**src/rtl/spi_accel_responder.sv**
```systemverilog
// ---------------------------------------------------------------------------
// spi_accel_responder
//
// SPI responder (mode 3) that stands in for the board accelerometer. It serves
// the device ID, three control registers and the X/Y/Z sample registers over
// a 4-wire SPI link. SCLK, CSN and SDI are oversampled on clk, so nothing in
// this block is clocked by SCLK.
//
// Build option:
//   ACCEL_INT_EN  when defined, int1 is a data-ready interrupt. It is set one
//                 clk after a shadow update while reg_power_ctl[3]=1. It is
//                 cleared when a read transfers address 0x37. When undefined,
//                 int1 is tied to 0.
//
// Parameters:
//   DEVID        value returned at address 0x00
//   SYNC_STAGES  synchronizer depth on spi_sclk/spi_csn/spi_sdi (>= 2)
//
// Ports:
//   clk, rst                   system clock (>= 8x SCLK), async active-high reset
//   sample_valid, sample_x/y/z new sample strobe and 16-bit two's complement data
//   spi_sclk, spi_csn, spi_sdi SPI inputs from the initiator
//   spi_sdo, spi_sdo_oe        SPI data out and its output enable
//   int1                       data-ready interrupt
//   reg_bw_rate                register 0x2C
//   reg_power_ctl              register 0x2D
//   reg_data_format            register 0x31
//   busy                       high while a transaction is in progress
// ---------------------------------------------------------------------------
module spi_accel_responder #(
  parameter logic [7:0] DEVID       = 8'hE5,
  parameter int         SYNC_STAGES = 2
) (
  input  logic        clk,
  input  logic        rst,
  input  logic        sample_valid,
  input  logic [15:0] sample_x,
  input  logic [15:0] sample_y,
  input  logic [15:0] sample_z,
  input  logic        spi_sclk,
  input  logic        spi_csn,
  input  logic        spi_sdi,
  output logic        spi_sdo,
  output logic        spi_sdo_oe,
  output logic        int1,
  output logic [7:0]  reg_bw_rate,
  output logic [7:0]  reg_power_ctl,
  output logic [7:0]  reg_data_format,
  output logic        busy
);

  typedef enum logic [1:0] {
    ST_IDLE,
    ST_CMD,
    ST_READ,
    ST_WRITE
  } state_t;

  state_t                 state_q;
  logic [SYNC_STAGES-1:0] sclk_sync_q;
  logic [SYNC_STAGES-1:0] csn_sync_q;
  logic [SYNC_STAGES-1:0] sdi_sync_q;
  logic                   sclk_prev_q;
  logic                   csn_prev_q;
  logic [2:0]             bit_cnt_q;
  logic [6:0]             shift_q;
  logic [7:0]             tx_q;
  logic [5:0]             addr_q;
  logic                   mb_q;
  logic                   sdo_q;
  logic                   sdo_oe_q;
  logic [7:0]             bw_q;
  logic [7:0]             pc_q;
  logic [7:0]             df_q;
  logic [15:0]            shx_q, shy_q, shz_q;
  logic                   pend_q;
  logic [15:0]            pdx_q, pdy_q, pdz_q;

  logic       sclk_s, csn_s, sdi_s;
  logic       sclk_rise, sclk_fall, csn_rise, csn_fall;
  logic       byte_done;
  logic       cmd_done, rd_byte_done, wr_byte_done;
  logic [7:0] rx_byte_d;
  logic [5:0] addr_next_d;

  assign sclk_s = sclk_sync_q[SYNC_STAGES-1];
  assign csn_s  = csn_sync_q[SYNC_STAGES-1];
  assign sdi_s  = sdi_sync_q[SYNC_STAGES-1];

  assign sclk_rise = sclk_s & ~sclk_prev_q;
  assign sclk_fall = ~sclk_s & sclk_prev_q;
  assign csn_rise  = csn_s & ~csn_prev_q;
  assign csn_fall  = ~csn_s & csn_prev_q;

  // Byte currently being completed: seven earlier bits plus the one arriving now
  assign rx_byte_d = {shift_q, sdi_s};
  assign byte_done = sclk_rise && (bit_cnt_q == 3'd7);

  // A CSN rise aborts the frame, so a byte completing in the same cycle is dropped
  assign cmd_done     = (state_q == ST_CMD)   && byte_done && !csn_rise;
  assign rd_byte_done = (state_q == ST_READ)  && byte_done && !csn_rise;
  assign wr_byte_done = (state_q == ST_WRITE) && byte_done && !csn_rise;

  // Six-bit add wraps 0x3F -> 0x00 on multi-byte increment
  assign addr_next_d = mb_q ? (addr_q + 6'd1) : addr_q;

  assign busy            = (state_q != ST_IDLE);
  assign spi_sdo         = sdo_q;
  assign spi_sdo_oe      = sdo_oe_q;
  assign reg_bw_rate     = bw_q;
  assign reg_power_ctl   = pc_q;
  assign reg_data_format = df_q;

  function automatic logic [7:0] reg_rd(input logic [5:0] a);
    logic [7:0] v;
    v = 8'h00;
    case (a)
      6'h00: v = DEVID;
      6'h2C: v = bw_q;
      6'h2D: v = pc_q;
      6'h31: v = df_q;
      6'h32: v = shx_q[7:0];
      6'h33: v = shx_q[15:8];
      6'h34: v = shy_q[7:0];
      6'h35: v = shy_q[15:8];
      6'h36: v = shz_q[7:0];
      6'h37: v = shz_q[15:8];
      default: v = 8'h00;
    endcase
    return v;
  endfunction

  // Input synchronizers; reset to the idle bus levels so no edge is seen on release
  always_ff @(posedge clk or posedge rst) begin
    if (rst) begin
      sclk_sync_q <= '1;
      csn_sync_q  <= '1;
      sdi_sync_q  <= '0;
      sclk_prev_q <= 1'b1;
      csn_prev_q  <= 1'b1;
    end else begin
      sclk_sync_q <= {sclk_sync_q[SYNC_STAGES-2:0], spi_sclk};
      csn_sync_q  <= {csn_sync_q[SYNC_STAGES-2:0], spi_csn};
      sdi_sync_q  <= {sdi_sync_q[SYNC_STAGES-2:0], spi_sdi};
      sclk_prev_q <= sclk_s;
      csn_prev_q  <= csn_s;
    end
  end

  // Transaction FSM
  always_ff @(posedge clk or posedge rst) begin
    if (rst) begin
      state_q   <= ST_IDLE;
      bit_cnt_q <= 3'd0;
      shift_q   <= 7'd0;
      tx_q      <= 8'h00;
      addr_q    <= 6'd0;
      mb_q      <= 1'b0;
      sdo_q     <= 1'b0;
      sdo_oe_q  <= 1'b0;
    end else begin
      case (state_q)
        ST_IDLE: begin
          sdo_oe_q <= 1'b0;
          if (csn_fall) begin
            state_q   <= ST_CMD;
            bit_cnt_q <= 3'd0;
          end
        end
        default: begin
          if (csn_rise) begin
            state_q   <= ST_IDLE;
            sdo_oe_q  <= 1'b0;
            sdo_q     <= 1'b0;
            bit_cnt_q <= 3'd0;
          end else begin
            if (sclk_rise) begin
              bit_cnt_q <= bit_cnt_q + 3'd1;
              shift_q   <= rx_byte_d[6:0];
            end
            if (cmd_done) begin
              mb_q   <= rx_byte_d[6];
              addr_q <= rx_byte_d[5:0];
              if (rx_byte_d[7]) begin
                state_q  <= ST_READ;
                tx_q     <= reg_rd(rx_byte_d[5:0]);
                sdo_oe_q <= 1'b1;
              end else begin
                state_q <= ST_WRITE;
              end
            end
            // Mode 3: responder shifts on the falling edge, initiator samples on the rise
            if ((state_q == ST_READ) && sclk_fall) begin
              sdo_q <= tx_q[7];
              tx_q  <= {tx_q[6:0], 1'b0};
            end
            if (rd_byte_done) begin
              addr_q <= addr_next_d;
              tx_q   <= reg_rd(addr_next_d);
            end
            if (wr_byte_done) begin
              addr_q <= addr_next_d;
            end
          end
        end
      endcase
    end
  end

  // Writable control registers; everything else ignores writes
  always_ff @(posedge clk or posedge rst) begin
    if (rst) begin
      bw_q <= 8'h0A;
      pc_q <= 8'h00;
      df_q <= 8'h00;
    end else if (wr_byte_done) begin
      case (addr_q)
        6'h2C:   bw_q <= rx_byte_d;
        6'h2D:   pc_q <= rx_byte_d;
        6'h31:   df_q <= rx_byte_d;
        default: ;
      endcase
    end
  end

  // Sample shadows are frozen during a frame so a burst always returns one sample;
  // a sample arriving mid-frame waits (newest wins) and lands once the bus is idle.
  always_ff @(posedge clk or posedge rst) begin
    if (rst) begin
      shx_q  <= 16'd0;
      shy_q  <= 16'd0;
      shz_q  <= 16'd0;
      pend_q <= 1'b0;
      pdx_q  <= 16'd0;
      pdy_q  <= 16'd0;
      pdz_q  <= 16'd0;
    end else if (state_q == ST_IDLE) begin
      if (sample_valid) begin
        shx_q  <= sample_x;
        shy_q  <= sample_y;
        shz_q  <= sample_z;
        pend_q <= 1'b0;
      end else if (pend_q) begin
        shx_q  <= pdx_q;
        shy_q  <= pdy_q;
        shz_q  <= pdz_q;
        pend_q <= 1'b0;
      end
    end else if (sample_valid) begin
      pdx_q  <= sample_x;
      pdy_q  <= sample_y;
      pdz_q  <= sample_z;
      pend_q <= 1'b1;
    end
  end

`ifdef ACCEL_INT_EN
  logic shadow_load_d;
  logic shupd_q;
  logic int1_q;

  assign shadow_load_d = (state_q == ST_IDLE) && (sample_valid || pend_q);

  always_ff @(posedge clk or posedge rst) begin
    if (rst) begin
      shupd_q <= 1'b0;
      int1_q  <= 1'b0;
    end else begin
      shupd_q <= shadow_load_d;
      if (shupd_q && pc_q[3]) begin
        int1_q <= 1'b1;
      end else if (rd_byte_done && (addr_q == 6'h37)) begin
        int1_q <= 1'b0;
      end
    end
  end

  assign int1 = int1_q;
`else
  assign int1 = 1'b0;
`endif

endmodule

```
**config.mk**
```make
export PLATFORM = sky130hd
export DESIGN_NAME = spi_accel_responder
export DESIGN_NICKNAME = d
export VERILOG_FILES = /design/src/rtl/spi_accel_responder.sv
export SDC_FILE = /design/constraint.sdc
export NUM_CORES = 1
export LEC_CHECK = 0
export BUFFER_PORTS_ARGS = -buffer_cell sky130_fd_sc_hd__buf_4
export CORE_MARGIN = 2
export CORE_UTILIZATION = 30
export DETAILED_ROUTE_END_ITERATION = 8
export MAX_ROUTING_LAYER = met4
export PLACE_DENSITY = 0.53
export SYNTH_ARGS = -nofsm -noshare
export SYNTH_HDL_FRONTEND = slang
export SYNTH_SLANG_ARGS = --single-unit
export TNS_END_PERCENT = 100
```
**constraint.sdc**
```tcl
create_clock -name clk -period 5.3 [get_ports clk]
set_clock_uncertainty 0.1 [all_clocks]
set_input_delay 0.53 -clock clk [delete_from_list [all_inputs] [get_ports clk]]
set_output_delay 0.53 -clock clk [all_outputs]
set_load 0.01 [all_outputs]
```
# After elaboration in Yosys (flattened, before gate mapping)

Index checks and enable logic that the tools add are counted.

$add $sub $neg: 2
Multiply operators: 0
Divide/modulo/power cells: 0
$lt $le $gt $ge: 0
Equality and inequality tests: 26
Shift-type cells: 0
Multiplexer cells: 33
Bitwise gates (word level): 10
Reduce and logical (&&, ||, !) cells: 35

Operators with widths:

| operator                                                               | count |
|---|---|
| 8-bit one-hot mux with 10 select lines                                 | 2 |
| 6-bit equality test (second input constant)                            | 21 |
| 16-bit 2-to-1 mux                                                      | 6 |
| 8-bit 2-to-1 mux                                                       | 4 |
| 6-bit 2-to-1 mux                                                       | 4 |
| 2-bit AND reduction                                                    | 9 |
| 3-bit nonzero test                                                     | 6 |
| 6-bit zero test                                                        | 2 |
| 3-bit 2-to-1 mux                                                       | 4 |
| 1-bit 2-to-1 mux                                                       | 9 |
| 3-bit AND reduction                                                    | 3 |
| 1-bit logical AND                                                      | 8 |
| 2-bit 2-to-1 mux                                                       | 4 |
| 2-bit nonzero test                                                     | 4 |
| 6-bit by 1-bit adder with 6-bit output (second input constant)         | 1 |
| 1-bit NOT                                                              | 6 |
| 1-bit bitwise AND                                                      | 4 |
| 2-bit equality test (second input constant)                            | 2 |
| 4-bit AND reduction                                                    | 1 |
| 3-bit by 1-bit adder with 3-bit output (second input constant)         | 1 |
| 3-bit equality test (second input constant)                            | 1 |
| 2-bit by 1-bit equality test with 1-bit output (second input constant) | 1 |
| 2-bit zero test                                                        | 1 |
| 2-bit inequality test (second input constant)                          | 1 |
| 1-bit zero test                                                        | 1 |

Register bits: 158
Bits in latches: 0
Bits in writable memories: 0
Bits in read-only memories: 0
Bits of input ports: 54
Output and inout bits: 28
Memories kept: 0

# Longest topological paths before layout

Word-level depth: 8
Gate-level depth with buffers: 12
Gate-level depth less buffers: 9

# Least setup slack after synthesis

No wires, ideal clock.

Kind: register -> register
Start point: register addr_q[0]
End point: register tx_q[0]
Library setup time: 0.066 ns
Arrival: 2.898 ns
Slack: 2.236 ns
Cell stages (with the launch flop): 13
Cell sequence: dfrtp_1 -> buf_6 -> clkbuf_1 -> inv_1 -> ha_1 -> clkbuf_1 -> o21ai_1 -> nand2_1 -> or3_1 -> buf_6 -> a41o_4 -> a41oi_1 -> a221o_1

Longest elaborated chain between the ends: 5
Elaborated cells between the ends (all ways): 14

RTL lines:

| item                                                          | RTL line | source |
|---|---|---|
| start, declared                                               | 68       | `logic [5:0] addr_q;` |
| start signal, assigned                                        | 183      | `addr_q <= rx_byte_d[5:0];` |
| start signal, assigned                                        | 198      | `addr_q <= addr_next_d;` |
| start signal, assigned                                        | 202      | `addr_q <= addr_next_d;` |
| 6-bit by 1-bit adder with 6-bit output                        | 105      | `assign addr_next_d = mb_q ? (addr_q + 6'd1) : addr_q;` |
| 6-bit 2-to-1 mux *                                            | 105      |  |
| 6-bit equality test / 6-bit zero test (equally long branches) | 117      | `case (a)` |
| 8-bit one-hot mux with 10 select lines *                      | 117      |  |
| 8-bit 2-to-1 mux *                                            | 197      | `if (rd_byte_done) begin` |
| end signal, assigned                                          | 186      | `tx_q <= reg_rd(rx_byte_d[5:0]);` |
| end signal, assigned                                          | 195      | `tx_q <= {tx_q[6:0], 1'b0};` |
| end signal, assigned                                          | 199      | `tx_q <= reg_rd(addr_next_d);` |
| end, declared                                                 | 67       | `logic [7:0] tx_q;` |

Mark *: on every way between the ends. The rest lies on a longest branch, timed or not.
A chain may end at the register's enable or synchronous reset.

# Worst setup path in the final report

Same ends and word-level chain as after synthesis.

==> qor_table.md <==
| Stage | Result | Reported |
| --- | --- | --- |
| hold path | Worst Hold Endpoint | csn_sync_q[0] |
| floorplanning | Horizontal extent of the die | 172 um |
| power and ir drop | Sw frac | 0.302 |
| routing | Routed Wire Length | 24200 um |
| timing | Max frequency | 280 MHz |
| setup path | Largest driver fanout on the critical path | 26 |
| clocking | Clock transition at the registers of the reported paths | 0.07 ns |
| timing | Tightest slew margin relative to the limit | 0.220 |
| logic synthesis | Post-synth EDFFs | 0 |
| setup path | Startpoint of the most critical register-to-register path | addr_q[0] |
| logic synthesis | Async SR Flop Fraction | 1.00 |
| setup path | Critical path buffers and inverters | 2 |
| setup path | Critical path's most frequent cell | inv_1 |
| layout | Relative area change from synthesis to final layout | 17.3% |
| floorplanning | Core Footprint | 27700 um2 |
| setup path | Nature of the critical path endpoint | register |
| timing | Aggregate negative setup slack | 0 ns |
| setup path | Worst-case reg-to-reg path depth | 9 |
| global route | First-pass GRT wire length | 38300 um |
| layout | Count of filler cells inserted in the layout | 2803 |
| logic synthesis | Post-synthesis register bit count | 158 |
| global route | Global-route congestion overflow total | 0 |
| timing | Pin slew with the least headroom to its limit | 1.17 ns |
| routing | WL per Instance | 19.9 um |
| setup path | Arrival time at the worst endpoint | 3.84 ns |
| clocking | CTS Hold Bufs | 0 |
| run status | Outcome | finished, final reports clean |
| layout | Layout net count | 881 |
| routing | First-pass iteration count of the detailed router | 5 |
| clocking | Post-CTS Setup Bufs | 0 |
| floorplanning | Row Count | 61 |
| hold path | Worst Hold Path Cells | 1 |
| clocking | Cell at the root of the clock tree | clkbuf_16 |
| power and ir drop | Share of power burned in combinational logic | 0.163 |
| clocking | Cts bufs inserted | 17 |
| global route | Largest net degree at the start of global routing | 88 |
| setup path | Destination of the worst register-to-register timing path | tx_q[0] |
| setup path | Data required, critical path | 5.57 ns |
| global route | Number of antenna violations at the first check in global routing | 0 |
| hold path | Launch instance of the worst min-delay path | spi_csn |
| setup path | Setup slack on the worst flop-to-flop path | 1.72 ns |
| setup path | CP Cell Sequence | inv_1, ha_1, inv_1, o2bb2ai_1, a22oi_1, o22ai_1, a32oi_1, a41oi_1, a221o_1 |
| timing | Setup violations, final | 0 |
| timing | Setup repair after global routing missed its margin | false |
| routing | Total number of vias | 6301 |
| floorplanning | Total die area | 29500 um2 |
| power and ir drop | Power density over the cells | 349 nW/um2 |
| logic synthesis | Synthesized area | 8440 um2 |
| power and ir drop | Internal Dissipation | 0.00241 W |
| layout | FF+latch area | 3960 um2 |
| floorplanning | Num ports | 82 |
| clocking | Clock Sinks | 158 |
| timing | Final critical delay including setup and external delays | 3.58 ns |
| clocking | Post-CTS resize count | 0 |
| hold path | Path category of the worst min-delay check | in2reg |
| logic synthesis | Sequential-to-total area share from yosys stat | 0.470 |
| job | Max_cap viols | 0 |
| timing | Share of the clock period used by the worst path | 0.675 |
| clocking | CTS max path bufs | 2 |
| routing | Initial DRC Count | 471 |
| logic synthesis | Post-synthesis net count | 833 |
| logic synthesis | Post-synthesis cell type count | 79 |
| floorplanning | Starting density of the core | 0.305 |
| power and ir drop | Pleak | 4.17 nW |
| place | Gpl congestion | 0.908 |
| floorplanning | Die Ht | 172 um |
| place | Post-detailed-placement half-perimeter wirelength | 17900 um |
| setup path | Maximum single-stage delay on the critical path | 0.91 ns |
| setup path | Largest delay share family, worst path | compound AO/OA/AOI/OAI gates |
| setup path | Cell type of the slowest stage on the worst timing path | o2bb2ai_1 |
| power and ir drop | PnR Total Power | 0.00346 W |
| layout | Fraction of layout cells with a size suffix above 1 | 0.299 |
| setup path | Critical path start-end classification | reg2reg |
| power and ir drop | Highest ir drop seen on vdd | 0.210 mV |
| power and ir drop | Sequential power share | 0.472 |
| clocking | Worst-skew pair later-pin latency | 0.43 ns |
| power and ir drop | Clk network pwr share | 0.365 |
| clocking | Total number of H-tree levels | 4 |
| setup path | CP Launch Type | register |
| layout | Area occupied by multi-input gates | 4160 um2 |
| timing | Final number of max-transition violations | 0 |
| routing | Via density per instance | 5.19 |
| power and ir drop | Switching power of the nets | 0.00105 W |
| logic synthesis | Top_reg_cell synth | dfrtp_1 |
| logic synthesis | Number of instances in the synthesized netlist | 774 |
| place | # port buffers | 80 |
| logic synthesis | Synth Area per Inst | 10.9 um2 |
| global route | Number of global-route vias before repair | 6427 |
| clocking | CTS tree | yes |
| global route | GRT Overall Usage | 0.178 |
| layout | Number of inserted diodes | 0 |
| timing | Final hold violation count | 0 |
| routing | Number of design rule violations left after detail routing | 0 |
| logic synthesis | Number of warning messages in the yosys log | 0 |
| routing | Number of nets with antenna violations after routing | 0 |
[placed cells by master, fill, tap and decap left out, types with 4 or more instances in the layout]
cell	n
o221ai_1	6
dfrtp_1	150
inv_6	5
a221oi_1	8
a21oi_1	70
mux2_2	91
inv_1	4
a31oi_1	5
ha_1	5
nor3_1	10
dfstp_2	8
a22o_1	6
o21ai_1	4
buf_4	89
clkbuf_16	17
and3_1	7
a22oi_1	21
and2_1	4
mux2i_1	62
o22ai_1	5
o21ai_0	19
nor2_1	85
mux4_2	8
a211oi_1	7
or3_1	6
o2bb2ai_1	6
nand3_1	12
clkinv_4	4
a32oi_1	6
nor2b_1	7
nand2_1	29
[metrics by stage]
step	hold WS, ns	setup WS (ns)	instance area (um2)	std cells	util
floorplan	0.231	0.420	8440	774	-
global placement	0.243	1.86	9300	1181	0.336
detailed placement	0.244	1.78	9300	1181	0.336
CTS	0.0792	1.77	9900	1213	0.357
global route	0.0784	1.45	9900	1213	0.357
finish	0.0987	1.72	9900	1213	0.357
[worst max-delay path by stage]
stage | start | endpoint | cells past startpoint
6_report | addr_q[0] | tx_q[0] | 9
5_1_grt | addr_q[0] | tx_q[3] | 9
4_1_cts | addr_q[0] | tx_q[0] | 9
3_5_place_dp | addr_q[0] | tx_q[0] | 9
3_3_place_gp | addr_q[0] | tx_q[0] | 8
2_1_floorplan | rst | addr_q[0] | 1
[registers in the layout (all words and copies together) (netlist names), 16 cells and up]
register / flops
shx_q: 16
shy_q: 16
pdx_q: 16
pdy_q: 16
pdz_q: 16
shz_q: 16
[power by group through the flow]
stage                     logic [W]  registers, W  clock network [W]
after floorplan            0.000448       0.00152                  0
after global placement     0.000567       0.00165                  0
after detailed placement   0.000569       0.00165                  0
after CTS                  0.000575       0.00163            0.00129
after global routing       0.000628       0.00166            0.00134
final                      0.000563       0.00163            0.00126
[synthesized netlist by cell type (10+ instances only)]
cell | n | area share
a22oi_1 | 21 | 0.019
dfrtp_1 | 150 | 0.44
nor2_1 | 86 | 0.038
mux2i_1 | 62 | 0.074
nand2_1 | 30 | 0.013
a21oi_1 | 70 | 0.042
nor3_1 | 10 | 0.0059
mux2_2 | 91 | 0.12
o21ai_0 | 19 | 0.011
nand3_1 | 12 | 0.0071
clkbuf_1 | 37 | 0.016
[cell type report]
cell class / instances / area share
clock buffers: 19 / 0.0457
inverters: 7 / 0.00316
clock inverters: 13 / 0.0154
multi-input cells: 549 / 0.420
repair buffers: 89 / 0.0675
well taps: 378 / 0.0478
flip-flops and latches: 158 / 0.400
[per-layer routing]
layer	routed length (um)	share of wire	GRT usage	vias up
li1	-	-	-	2966
met3	910	0.038	0.0347	44
met1	10700	0.44	0.226	3154
met5	0	0	-	-
met4	780	0.032	0.0667	0
met2	11800	0.49	0.282	137
[logic make-up after synthesis]
kind of cell             after synthesis  share of synthesized area
AO/OA/AOI/OAI                        190                      0.155
AND/OR/NAND/NOR                      189                      0.109
multiplexers                         161                      0.216
flip-flops                           158                      0.470
buffers and inverters                 67                     0.0384
adder cells (fa/ha/maj)                5                    0.00741
XOR/XNOR                               3                    0.00311
other                                  1                   0.000444
Power figures use the tool's default switching activity.
